## config.mk

```make
export PLATFORM = sky130hd
export DESIGN_NAME = arc4_encrypt
export DESIGN_NICKNAME = d
export VERILOG_FILES = /design/src/rtl/arc4_pkg.sv /design/src/rtl/arc4_encrypt.sv
export SDC_FILE = /design/constraint.sdc
export NUM_CORES = 1
export LEC_CHECK = 0
export ABC_AREA = 1
export BUFFER_PORTS_ARGS = -buffer_cell sky130_fd_sc_hd__buf_2
export CORE_ASPECT_RATIO = 1.5
export CORE_MARGIN = 4
export CORE_UTILIZATION = 60
export CTS_CLUSTER_DIAMETER = 120
export DETAILED_ROUTE_END_ITERATION = 6
export PLACE_DENSITY = 0.82
export SLEW_MARGIN = 20
export SYNTH_ARGS = -nofsm -noshare
export SYNTH_HDL_FRONTEND = slang
export SYNTH_SLANG_ARGS = --single-unit
```

## constraint.sdc

```tcl
create_clock -name clk -period 10.95 [get_ports clk]
set_clock_uncertainty 0.05 [all_clocks]
set_input_delay 2.19 -clock clk [delete_from_list [all_inputs] [get_ports clk]]
set_output_delay 2.19 -clock clk [all_outputs]
set_load 0.03 [all_outputs]
```

## src/rtl/arc4_pkg.sv

```systemverilog
// Shared types and constants for the ARC4 encryptor and its benches.
package arc4_pkg;

  typedef logic [7:0] byte_t;

  typedef enum logic [4:0] {
    IDLE,
    INIT,
    KSA_RI,
    KSA_WI,
    KSA_RJ,
    KSA_WJ,
    KSA_WR_I,
    KSA_WR_J,
    LEN,
    PRGA_RI,
    PRGA_WI,
    PRGA_RJ,
    PRGA_WJ,
    PRGA_WR_I,
    PRGA_WR_J,
    PRGA_RP,
    PRGA_WP,
    DONE
  } state_t;

  // Printable ASCII range, used by benches to build plaintext images.
  localparam byte_t PT_PRINTABLE_LO = 8'h20;
  localparam byte_t PT_PRINTABLE_HI = 8'h7E;

endpackage

```

## src/rtl/arc4_encrypt.sv

```systemverilog
// ARC4 encryptor: length-prefixed pt memory in, length-prefixed ct memory out,
// using an external single-port S memory with one cycle of read latency.
//
// state      | meaning
// -----------+--------------------------------------------------------------
// IDLE       | rdy=1, waiting for en; key captured on accept
// INIT       | write S[i]=i, one entry per cycle
// KSA_RI     | S[i] address on the bus
// KSA_WI     | S[i] arrives; compute j=j+S[i]+keybyte, address S[j]
// KSA_RJ     | S[j] address on the bus
// KSA_WJ     | S[j] arrives; start swap with write S[i]=S[j]
// KSA_WR_I   | write S[i] in flight; next write S[j]=old S[i]
// KSA_WR_J   | write S[j] in flight; advance i or leave for LEN
// LEN        | pt[0] valid (pt_addr held at 0 since accept); write ct[0]
// PRGA_RI    | S[i] address on the bus (i already incremented)
// PRGA_WI    | S[i] arrives; j=j+S[i], address S[j]
// PRGA_RJ    | S[j] address on the bus
// PRGA_WJ    | S[j] arrives; start swap
// PRGA_WR_I  | write S[i] in flight
// PRGA_WR_J  | write S[j] in flight; address S[S[i]+S[j]]
// PRGA_RP    | pad address on the bus
// PRGA_WP    | pad arrives; issue ct[k]=pt[k]^pad, advance k or finish
// DONE       | final ct write in flight; return to IDLE
module arc4_encrypt
  import arc4_pkg::*;
#(
  parameter int KEYLEN = 3
) (
  input  logic                clk,
  input  logic                rst_n,
  input  logic                en,
  output logic                rdy,
  input  logic [8*KEYLEN-1:0] key,
  output logic [7:0]          s_addr,
  input  logic [7:0]          s_rddata,
  output logic [7:0]          s_wrdata,
  output logic                s_wren,
  output logic [7:0]          pt_addr,
  input  logic [7:0]          pt_rddata,
  output logic [7:0]          ct_addr,
  output logic [7:0]          ct_wrdata,
  output logic                ct_wren
);

  state_t              state;
  byte_t               i, j, k, len, si, sj;
  logic [8*KEYLEN-1:0] key_r;
  byte_t               key_byte;
  byte_t               j_ksa, j_prga;

  // Select key byte (i mod KEYLEN); byte 0 is the most significant byte.
  always_comb begin
    key_byte = '0;
    for (int b = 0; b < KEYLEN; b++) begin
      if ((int'(i) % KEYLEN) == b) key_byte = key_r[8*(KEYLEN-b)-1 -: 8];
    end
  end

  assign j_ksa  = j + s_rddata + key_byte;
  assign j_prga = j + s_rddata;

  // Sequencer with registered memory-port outputs; write enables default low.
  always_ff @(posedge clk) begin
    if (!rst_n) begin
      state     <= IDLE;
      rdy       <= 1'b1;
      s_addr    <= '0;
      s_wrdata  <= '0;
      s_wren    <= 1'b0;
      pt_addr   <= '0;
      ct_addr   <= '0;
      ct_wrdata <= '0;
      ct_wren   <= 1'b0;
      i         <= '0;
      j         <= '0;
      k         <= '0;
      len       <= '0;
      si        <= '0;
      sj        <= '0;
      key_r     <= '0;
    end else begin
      s_wren  <= 1'b0;
      ct_wren <= 1'b0;
      case (state)
        IDLE: begin
          if (en) begin
            key_r    <= key;
            rdy      <= 1'b0;
            i        <= '0;
            j        <= '0;
            k        <= '0;
            s_addr   <= '0;
            s_wrdata <= '0;
            s_wren   <= 1'b1;
            pt_addr  <= '0;
            state    <= INIT;
          end
        end
        INIT: begin
          if (i == 8'hFF) begin
            i      <= '0;
            j      <= '0;
            s_addr <= '0;
            state  <= KSA_RI;
          end else begin
            i        <= i + 8'd1;
            s_addr   <= i + 8'd1;
            s_wrdata <= i + 8'd1;
            s_wren   <= 1'b1;
          end
        end
        KSA_RI: state <= KSA_WI;
        KSA_WI: begin
          si     <= s_rddata;
          j      <= j_ksa;
          s_addr <= j_ksa;
          state  <= KSA_RJ;
        end
        KSA_RJ: state <= KSA_WJ;
        KSA_WJ: begin
          sj       <= s_rddata;
          s_addr   <= i;
          s_wrdata <= s_rddata;
          s_wren   <= 1'b1;
          state    <= KSA_WR_I;
        end
        KSA_WR_I: begin
          s_addr   <= j;
          s_wrdata <= si;
          s_wren   <= 1'b1;
          state    <= KSA_WR_J;
        end
        KSA_WR_J: begin
          if (i == 8'hFF) begin
            i     <= '0;
            j     <= '0;
            state <= LEN;
          end else begin
            i      <= i + 8'd1;
            s_addr <= i + 8'd1;
            state  <= KSA_RI;
          end
        end
        LEN: begin
          len       <= pt_rddata;
          ct_addr   <= '0;
          ct_wrdata <= pt_rddata;
          ct_wren   <= 1'b1;
          pt_addr   <= 8'd1;
          if (pt_rddata <= 8'd1) begin
            state <= DONE;
          end else begin
            i      <= 8'd1;
            k      <= 8'd1;
            s_addr <= 8'd1;
            state  <= PRGA_RI;
          end
        end
        PRGA_RI: state <= PRGA_WI;
        PRGA_WI: begin
          si     <= s_rddata;
          j      <= j_prga;
          s_addr <= j_prga;
          state  <= PRGA_RJ;
        end
        PRGA_RJ: state <= PRGA_WJ;
        PRGA_WJ: begin
          sj       <= s_rddata;
          s_addr   <= i;
          s_wrdata <= s_rddata;
          s_wren   <= 1'b1;
          state    <= PRGA_WR_I;
        end
        PRGA_WR_I: begin
          s_addr   <= j;
          s_wrdata <= si;
          s_wren   <= 1'b1;
          state    <= PRGA_WR_J;
        end
        PRGA_WR_J: begin
          // Post-swap S[i]+S[j] equals pre-swap si+sj, so the held copies suffice.
          s_addr <= si + sj;
          state  <= PRGA_RP;
        end
        PRGA_RP: state <= PRGA_WP;
        PRGA_WP: begin
          ct_addr   <= k;
          ct_wrdata <= pt_rddata ^ s_rddata;
          ct_wren   <= 1'b1;
          if (k == len - 8'd1) begin
            state <= DONE;
          end else begin
            k       <= k + 8'd1;
            pt_addr <= k + 8'd1;
            i       <= i + 8'd1;
            s_addr  <= i + 8'd1;
            state   <= PRGA_RI;
          end
        end
        DONE: begin
          rdy   <= 1'b1;
          state <= IDLE;
        end
        default: state <= IDLE;
      endcase
    end
  end

endmodule

```

# Word level (Yosys, flattened, before mapping)
# Index checks and enable logic that the tools add are counted.
# classes
eq_ne	28
reduce_logical	24
n_addsub	6
bitwise	1
n_div	1
order_cmp	1
mux	30
# ops
op	n
8-bit one-hot mux with 4 select lines	3
5-bit one-hot mux with 17 select lines	1
8-bit 2-to-1 mux	10
8-bit one-hot mux with 10 select lines	1
8-bit one-hot mux with 3 select lines	2
5-bit by 4-bit equality test with 1-bit output (second input constant)	8
32-bit by 2-bit equality test with 1-bit output (second input constant)	1
32-bit by 3-bit equality test with 1-bit output (second input constant)	1
32-bit logical NOT	1
9-bit by 3-bit remainder unit with 32-bit output (second input constant)	1
8-bit one-hot mux with 2 select lines	2
8-bit adder	3
5-bit by 3-bit equality test with 1-bit output (second input constant)	4
5-bit 2-to-1 mux	4
8-bit by 1-bit adder with 8-bit output (second input constant)	2
2-bit inequality test (second input constant)	6
4-bit nonzero test	3
5-bit by 2-bit equality test with 1-bit output (second input constant)	2
5-bit equality test (second input constant)	2
10-bit nonzero test	1
2-bit OR reduction	5
3-bit AND reduction	3
8-bit equality test	1
8-bit equality test (second input constant)	1
other kinds (16)	23
# word_totals
in_bits	43
register_bits	120
out_inout_bits	43

# Logic depth before layout (Yosys ltp)
# logic_depth
ltp_word	7
depth_mapped	55
mapped_depth_nobuf	53

# Worst setup path after synthesis
# OpenSTA, ideal clock, no wires.
# synth_path
path_kind	flip-flop to flip-flop
start	register i[6]
end	register s_addr[6]
setup_time_ns	0.132
slack_ns	5.200
n_path_buf	2
arrival_ns	5.568
path_stages_with_launch	53
cell_sequence	dfxtp_1 buf_6 clkbuf_1 ha_1 inv_1 nand2_1 nand2_1 nand3_1 nand2_1 nand3_2 nand2_1 nand2_1 nand2_1 nand3_1 nand3_1 nand2_1 nor2_2 nand3_2 [... 17 more ...] a221o_1 o21ai_1 inv_1 fa_1 nand2_1 inv_1 nor2_1 o21bai_1 inv_1 nor2_1 nor2_1 inv_1 a21oi_1 xor2_1 o21ai_0 a2111o_1 nand2_1 a21oi_1
# synth_between
elab_chain_cells	7
# synth_lines
element	line_no	source
start: declaration	arc4_encrypt.sv:46	byte_t i, j, k, len, si, sj;
start signal: assignment	arc4_encrypt.sv:106	i <= i + 8'd1;
start signal: assignment	arc4_encrypt.sv:139	i <= i + 8'd1;
start signal: assignment	arc4_encrypt.sv:195	i <= i + 8'd1;
9-bit by 3-bit remainder unit with 32-bit output	arc4_encrypt.sv:55	if ((int'(i) % KEYLEN) == b) key_byte = key_r[8*(KEYLEN-b)-1 -: 8];
32-bit logical NOT	arc4_encrypt.sv:55	
8-bit 2-to-1 mux (3 in a row)	arc4_encrypt.sv:55	
8-bit adder	arc4_encrypt.sv:59	assign j_ksa = j + s_rddata + key_byte;
8-bit one-hot mux with 10 select lines	arc4_encrypt.sv:84	case (state)
end signal: assignment	arc4_encrypt.sv:107	s_addr <= i + 8'd1;
end signal: assignment	arc4_encrypt.sv:116	s_addr <= j_ksa;
end signal: assignment	arc4_encrypt.sv:122	s_addr <= i;
end: declaration	arc4_encrypt.sv:34	output logic [7:0] s_addr,
# Parallel ways exist; a longest one is shown, timed or not. The select of a mux whose other input is x is not followed.
# A chain may end at the register's enable or synchronous reset.

# Worst setup path after layout
# layout_path
start	register i[7]
end	register s_addr[6]
# The elaborated chain is that of the path after synthesis.

==> metrics <==
Die Span Y 141 µm; P per Cell Area 382 mW/mm²; Initial Util 61.5%; Max Freq 0.151 GHz; Sum Neg Setup Slack 0 ns; worst reg-to-reg path cell count 48; synth unique cells 52; crit-path most repeated cell nand2_1; num ports 86; syn_nets 1115; clock-pin slew on the worst setup and hold paths 0.06 ns; via count 7391; detailed-route wire length 20.6 mm; Post-DRT Antenna Nets 0; Peak supply drop 243 µV; Final #Nets 1192; CP arrival 6.81 ns; Post-CTS Resized 0; slowest stage delay, CP 0.52 ns; Slew headroom 26.2%; drc violations 0; Site Rows 48; CTS tree built; #FFs+latches synth 120; HP Start ct_addr[4]; Cells after Synth 1040; number of warnings issued by yosys 0; register area 0.00240 mm²; root buf cell clkbuf_16; Vias/cell 5.77; Hold Path Sink ct_addr[4]; postcts setup bufs 0; fillers 1035; pin count of the biggest net entering global routing 64; Synth area leaders dfxtp_1 (34%), nand2_1 (11%), nor2_1 (8.7%), a21oi_1 (6.6%), inv_1 (6.1%); Main synth FF type dfxtp_1; sequential share of the synthesized area 33.9%; Initial DRC Count 557; Worst Hold Class register to register; r2r startpoint i[7]; Static Leak 3.79 nW; period utilization 60.4%; # H-tree levels 4; Sink Count 120; most frequent cell after synthesis nand2_1; r2r setup slk 4.34 ns; CP Data Required Time 11.15 ns; Ant. Diodes 0; initial antenna violation count 0; worst-margin pin slew 1.11 ns; clk buf depth 2; total CTS buffers 17; maxcap violations 0; total global-route track usage 30.7%; Post-synth EDFFs 0; final setup vio count 0; status finished, final reports clean; critical path's slowest cell dfxtp_1; Avg Inst Size Synth 6.82 µm²; DP Area 0.00759 mm²; Core ar. 0.0115 mm²; final instance area 0.00818 mm²; layout cells sized above 1 13.8%; Tmin final 6.61 ns; Hold Fails Final Rpt 0; Async SR Flop Fraction 0%; crit end category register; max-slew violation count 0; DR WL/cell 16.1 µm; critical path class register to register; vias in the first global route 7317; first-pass GRT wire length 34.2 mm; Yosys top cell by area dfxtp_1; Synth Cell Area 0.00709 mm²; crit-path max FO 8; die width 96.8 µm; Worst Setup Start Kind register; overall power 3.13 mW; post-cts hold buffer count 0; port buffer count 85; DR pass1 iterations 5; RePlAce Congestion 1.02; Cells on Worst Hold Path 2; RSZ-0062 raised after global routing no; Skew-Pair Late Insertion Delay 0.42 ns; total overflow reported by the global router 0; Hold WS 0.411 ns; DP Wirelength 14.9 mm; RR Endpoint s_addr[6]; Multi-input gate area 0.00407 mm²; Post-synth top cells nand2_1 (202), nor2_1 (164), dfxtp_1 (120); Layout area overhead 15.4%; die area 0.0137 mm²; Synth top area share 33.9%
==> logic make-up after synthesis <==
logic type,Yosys count,synth area share [%]
adder cells (fa/ha/maj),32,5.97
XOR/XNOR,33,4.08
flip-flops,120,33.9
buffers and inverters,158,8.70
AND/OR/NAND/NOR,465,28.5
AO/OA/AOI/OAI,232,18.9
==> worst max-delay path, delay by kind of cell, from the launching register on <==
family / cells / cell delay [ns]
AOI/OAI and AO/OA: 8 / 1.21
xor gates and xnor gates: 1 / 0.16
adders and majority gates: 4 / 1.15
buffers and inverters: 8 / 0.69
DFF: 1 / 0.52
and+or+nand+nor: 27 / 2.65
==> worst max path at each step <==
stage	slack (ns)	to	startpoint	cells after the start
after global placement	4.74	s_addr[6]	i[7]	50
after detailed placement	4.49	s_addr[6]	i[7]	48
after floorplan	5.20	s_addr[6]	i[6]	52
final	4.34	s_addr[6]	i[7]	48
after CTS	4.38	s_addr[6]	i[7]	48
after global routing	3.50	s_addr[6]	i[7]	48
==> state kept, by name, indices dropped and copies added, names as in the netlist <==
register,flops
si,8
key_r,24
s_wren,1
len,8
rdy,1
s_addr,8
state,5
sj,8
ct_wren,1
i,8
j,8
s_wrdata,8
ct_wrdata,8
k,8
pt_addr,8
ct_addr,8
==> power breakdown <==
group	total, mW	internal [mW]	switching [mW]
clock network	0.562	0.340	0.222
logic	1.99	0.639	1.35
registers	0.574	0.508	0.0656
==> stage by stage <==
stage / cells / setup slack (ns) / util (%)
3_3_place_gp: 1248 / 4.74 / 65.8
6_report: 1280 / 4.34 / 71.0
4_1_cts: 1280 / 4.38 / 71.0
3_5_place_dp: 1248 / 4.49 / 65.8
2_1_floorplan: 1040 / 5.20 / -
5_1_grt: 1280 / 3.50 / 71.0
==> layer usage <==
| metal | vias up | part of all wire, % | GRT usage (%) |
|---|---|---|---|
| met2 | 326 | 49 | 55.0 |
| met4 | 0 | 8.6 | 22.6 |
| met3 | 110 | 5.8 | 5.59 |
| li1 | 3599 | - | - |
| met1 | 3356 | 36 | 31.7 |
| met5 | - | 0 | 0 |
==> area by class of cell <==
class | count | share of cell area, %
clock buffers | 17 | 5.20
multi-input cells | 762 | 49.7
well taps | 150 | 2.29
repair buffers | 88 | 5.47
inverters | 128 | 5.87
clock inverters | 15 | 2.06
flip-flops and latches | 120 | 29.4
==> cells in the final DEF (no fill, tap or decap), drive strengths merged, types with 4 or more instances in the layout <==
cell type and n:
a211oi 12, xnor2 11, o22ai 4, inv 128, a31oi 7, dfxtp 120
buf 88, nand4 20, a21oi 94, nor2 169, nand2 210, nand3 46
ha 29, clkinv 10, a221o 7, o21ai 85, xor2 22, a41oi 4
clkbuf 17, nor3 12
(Power assumes the default switching activity.)
